[config.mk]
export PLATFORM = sky130hd
export DESIGN_NAME = branch_predictor
export DESIGN_NICKNAME = d
export VERILOG_FILES = /design/src/rtl/branch_predictor.sv
export SDC_FILE = /design/constraint.sdc
export NUM_CORES = 1
export LEC_CHECK = 0
export BUFFER_PORTS_ARGS = -buffer_cell sky130_fd_sc_hd__buf_4
export CORE_MARGIN = 2
export CORE_UTILIZATION = 62
export CTS_CLUSTER_DIAMETER = 200
export DETAILED_ROUTE_END_ITERATION = 8
export GPL_TIMING_DRIVEN = 0
export MAX_ROUTING_LAYER = met4
export PLACE_DENSITY = 0.8
export SETUP_SLACK_MARGIN = 0.3
export SYNTH_ARGS = -nofsm -noshare
export SYNTH_HDL_FRONTEND = slang
export SYNTH_SLANG_ARGS = --single-unit
[constraint.sdc]
create_clock -name clk -period 6.05 [get_ports clk]
set_input_delay 0.3025 -clock clk [delete_from_list [all_inputs] [get_ports clk]]
set_output_delay 0.3025 -clock clk [all_outputs]
set_load 0.01 [all_outputs]
[src/rtl/branch_predictor.sv]
// ============================================================================
// Module   : branch_predictor
// Purpose  : 16-entry direct-mapped BTB with 2-bit counters and a registered
//            mispredict/redirect; optional statistics under BP_STATS_EN.
// Revision : 1.0 - initial release
// ============================================================================
`default_nettype none

module branch_predictor (
  input  logic        clk,
  input  logic        reset,
  input  logic [31:0] fetch_pc,
  output logic        pred_taken,
  output logic [31:0] pred_target,
  input  logic        res_valid,
  input  logic [31:0] res_pc,
  input  logic        res_taken,
  input  logic [31:0] res_target,
  input  logic        res_pred_taken,
  input  logic [31:0] res_pred_target,
  output logic        mispredict,
  output logic [31:0] redirect_pc
`ifdef BP_STATS_EN
  ,
  output logic [31:0] stat_branches,
  output logic [31:0] stat_mispredicts
`endif
);

  localparam int unsigned ENTRIES = 16;

  logic        r_valid  [ENTRIES];
  logic [25:0] r_tag    [ENTRIES];
  logic [31:0] r_target [ENTRIES];
  logic [1:0]  r_ctr    [ENTRIES];

  logic [3:0]  w_fidx;
  logic        w_fhit;
  logic [3:0]  w_ridx;
  logic        w_rhit;
  logic        w_mp_cond;
  logic        w_unused;

  // Byte-offset bits never participate in indexing or tagging.
  assign w_unused = ^{fetch_pc[1:0], res_pc[1:0]};

  assign w_fidx      = fetch_pc[5:2];
  assign w_fhit      = r_valid[w_fidx] && (r_tag[w_fidx] == fetch_pc[31:6]);
  assign pred_taken  = w_fhit && r_ctr[w_fidx][1];
  assign pred_target = pred_taken ? r_target[w_fidx] : 32'd0;

  assign w_ridx    = res_pc[5:2];
  assign w_rhit    = r_valid[w_ridx] && (r_tag[w_ridx] == res_pc[31:6]);
  assign w_mp_cond = res_valid &&
                     ((res_taken != res_pred_taken) ||
                      (res_taken && (res_target != res_pred_target)));

  always_ff @(posedge clk) begin
    if (reset) begin
      for (int i = 0; i < ENTRIES; i++) begin
        r_valid[i] <= 1'b0;
        r_ctr[i]   <= 2'b00;
      end
      mispredict  <= 1'b0;
      redirect_pc <= 32'd0;
    end else begin
      mispredict <= w_mp_cond;
      // Redirect only moves when a flush is issued; it holds otherwise.
      if (w_mp_cond) begin
        redirect_pc <= res_taken ? res_target : (res_pc + 32'd4);
      end
      if (res_valid) begin
        if (w_rhit) begin
          if (res_taken) begin
            if (r_ctr[w_ridx] != 2'b11) r_ctr[w_ridx] <= r_ctr[w_ridx] + 2'b01;
          end else begin
            if (r_ctr[w_ridx] != 2'b00) r_ctr[w_ridx] <= r_ctr[w_ridx] - 2'b01;
          end
        end else if (res_taken) begin
          r_valid[w_ridx] <= 1'b1;
          r_ctr[w_ridx]   <= 2'b10;
        end
      end
    end
  end

  // Tag/target payload carries no reset; valid bits gate its use.
  always_ff @(posedge clk) begin
    if (!reset && res_valid && res_taken) begin
      r_target[w_ridx] <= res_target;
      if (!w_rhit) r_tag[w_ridx] <= res_pc[31:6];
    end
  end

`ifdef BP_STATS_EN
  logic [31:0] r_stat_branches;
  logic [31:0] r_stat_mispredicts;

  always_ff @(posedge clk) begin
    if (reset) begin
      r_stat_branches    <= 32'd0;
      r_stat_mispredicts <= 32'd0;
    end else begin
      if (res_valid) r_stat_branches    <= r_stat_branches + 32'd1;
      if (w_mp_cond) r_stat_mispredicts <= r_stat_mispredicts + 32'd1;
    end
  end

  assign stat_branches    = r_stat_branches;
  assign stat_mispredicts = r_stat_mispredicts;
`endif

endmodule

`default_nettype wire

==> results.md <==
- Status: finished with violations
- Violated checks: capacitance limit, slew limit
- Fin crit period: 5580 ps
- First-pass GRT wire length: 199 mm
- Die width: about 270 um
- RePlAce Congestion: 0.960
- Setup WS post-layout: 469 ps
- Initial antenna violation count: 6
- Yosys top cell by area: edfxtp_1
- Remaining antenna violation count: 0
- Worst EP required: 5750 ps
- Synth top area share: around 64%
- Relative slew slack: -3.83%
- Fin nets: 2919
- Core footprint: 71500 sq um
- All-Layer GR Usage: 39.6%
- Worst Hold Class: in -> reg
- Post-synth ARST share: 0%
- Netlist cell types: 73
- DR pass1 iterations: 6
- Setup CP Type: in -> out
- Clock Sinks: roughly 1000
- Total I/O pin count: a little under 200
- Worst-path clk slew: ~70 ps
- Routed WL per cell: about 37 um
- Vias in the first global route: around 28000
- Setup violations, final: 0
- Power Total: around 0.016 W
- Final period util: between 90% and 100%
- Most frequent cell after synthesis: edfxtp_1
- TNS Setup: 0 ps
- Mapped Cells: around 2400
- Seq/Total Area, Yosys: 66.6%
- Crit-path leading delay family: buffers and inverters
- Row count: 98
- Buffers & Inverters on Critical Path: 6
- Top cells by count, synth: 960 x edfxtp_1, 341 x mux4_2, 153 x mux2i_1, 84 x nor2_1, 78 x clkbuf_1
- Slew Limit Fails: 11
- Clock Latency Late Sink: 690 ps
- Crit-path slowest cell: clkdlybuf4s15_2
- Final hold viol count: 0
- Least-Margin Pin Slew: between 1500 and 2000 ps
- Netlist Area Pre-Place: 44800 sq um
- Number of DRC markers in iteration 0: 4458
- Die height: 273 um
- Crit Path Max Fanout: 10
- Vias: roughly 28000
- Synth warn: 0
- Critical Path Source Type: input pin
- Total grt overflow: 0
- Power per cell area: about 300 nW/um^2
- Maxcap violations: 1
- Synth-to-layout area growth: 17.0%
- Buffers on Ports: between 150 and 200
- Syn nets: 2515
- HPWL after detailed placement: 94.5 mm
- H-tree levels: 3
- Worst Setup End Kind: output pin
- Fmax: 0.179 GHz
- CTS buffer count: 99
- Largest cells by area after synthesis: edfxtp_1 64%, mux4_2 17%, mux2i_1 3.4%
- Syn avg cell area: about 19 sq um
- Root buf cell: clkbuf_16
- Residual DRC: 0
- Critical Path AT: 5280 ps
- Setup Skew: 35.5 ps
- Vias per cell: 7.41
- #FFs+latches synth: 1009
- Clock Tree Buf Depth: 3
- Leakage Power: 17.6 nW
- Predominant post-synthesis flop cell: edfxtp_1
- RSZ-0062 raised after global routing: no
- Place WS: -501 ps
- Total routed wirelength: 142 mm
- DIE AREA: 74400 sq um
- Filler cells: between 4000 and 5000
- Max incr delay on CP: 630 ps
- Worst path cell trace: clkbuf_1 -> buf_2 -> clkdlybuf4s15_2 -> mux4_2 -> mux4_2 -> xnor2_1 -> nand3_1 -> nor3_2 -> nand4_1 -> buf_4 -> clkbuf_1 -> nor2b_1 -> buf_4
- Largest net degree at the start of global routing: 26
- Initial core utilization: a little over three fifths
- CTS tree: built
- Share of post-route cells with drive strength above 1: 31.5%
- Worst vdd ir: 0.000344 V
- Area of the multi-input gates: 14100 sq um
- Post-synth EDFFs: 960
- Reg area: 29800 sq um
-- sequential cells by signal, summed over array words and instances, names as in the netlist --
register,flops
r_target,512
r_tag,416
r_ctr,32
redirect_pc,32
r_valid,16
mispredict,1
-- placed cells by master (no fill, tap or decap), types with 13 or more instances in the layout --
cell / Yosys / routed
a21o_1: 19 / 19
edfxtp_1: 960 / 960
bufinv_16: 0 / 16
nor2b_1: 41 / 41
buf_6: 19 / 70
buf_12: 3 / 19
mux4_2: 341 / 341
a22o_1: 14 / 14
mux2i_1: 153 / 153
xnor2_1: 57 / 57
nand2_1: 72 / 72
nor3_1: 46 / 29
dlygate4sd3_1: 1 / 32
a22oi_1: 28 / 28
buf_4: 9 / 207
dfxtp_1: 49 / 49
o21ai_0: 35 / 35
buf_2: 34 / 34
nand3_1: 31 / 31
clkinv_2: 0 / 19
clkbuf_1: 78 / 100
nor2_1: 84 / 68
nand4_1: 32 / 32
buf_8: 6 / 13
xor2_1: 43 / 43
nor3_2: 0 / 17
clkbuf_16: 0 / 100
nor4_1: 24 / 24
nor2_4: 0 / 16
mux2_2: 14 / 14
-- final timing paths --
check                                             start  depth (start not counted)  slack, ps                         to
worst max-delay path                        fetch_pc[2]                         13        470             pred_target[2]
worst min-delay path                     res_target[22]                          1          1  r_target[8][22]$_DFFE_PP_
worst max register to register  r_tag[14][15]$_DFFE_PP_                         12       1490    r_tag[15][23]$_DFFE_PP_
worst min register to register       r_valid[0]$_DFF_P_                          1        480         r_valid[0]$_DFF_P_
-- stage by stage --
step / hold WS [ps] / cell area (sq um) / util, % / std cells
3_3_place_gp: 450 / 47400 / 66.3 / 3520
4_1_cts: 0.347 / 52400 / 73.2 / 3812
3_5_place_dp: 456 / 48600 / 68.0 / 3598
6_report: 1.35 / 52400 / 73.3 / 3818
2_1_floorplan: 401 / 44800 / - / 2378
5_1_grt: 3.71 / 52400 / 73.3 / 3818
-- report_power, final --
part	switching, W	internal (W)	total, W
sequential	0.0000443	0.00771	0.00775
clock	0.00275	0.00378	0.00652
combinational	0.000773	0.000539	0.00131
total	0.00357	0.0120	0.0156
-- logic make-up after synthesis --
| logic type | count (synthesis) | synth area share [%] |
|---|---|---|
| AOI/OAI and AO/OA | 185 | 3.08 |
| xor gates and xnor gates | 100 | 1.96 |
| adders and majority gates | 4 | 0.112 |
| buffers and inverters | 181 | 2.30 |
| DFF | 1009 | 66.6 |
| muxes | 519 | 21.6 |
| and+or+nand+nor | 380 | 4.39 |
-- repair_timing --
item / 4_1_cts / 5_1_grt
hold endpoints to repair: 474 / 0
buffers inserted: 2 / 0
setup endpoints to repair: 33 / 30
hold buffers: 31 / 0
pin swaps: 1 / 0
resized for setup: 6 / 5
-- per-layer routing --
metal  up-vias  part of all wire, %  routed length, um  GRT usage (%)
met4         0                  7.1              10000           23.0
met1     14300                   32              46000           47.9
met5         -                    0                  0              -
met2      2650                   48              68100           61.4
met3       650                   13              18100           9.52
li1      10700                    -                  -              -
-- layout make-up --
type,instances,area share [%]
sequential,1009,56.9
buffer,167,1.92
antenna,6,0.0287
tap,950,2.27
clock buffer,126,5.02
multi-input combinational,1188,27.0
timing repair buffer,303,5.34
clock inverter,55,1.45
inverter,14,0.100
-- worst reg2reg max path: cells and delay by family, from the launching register on --
kind	cells	cell delay (ps)
simple gates	5	1690
buf+inv	4	860
compound gates	2	760
mux	1	520
flops	1	410
Note: power is estimated with default switching activity, not from simulation.
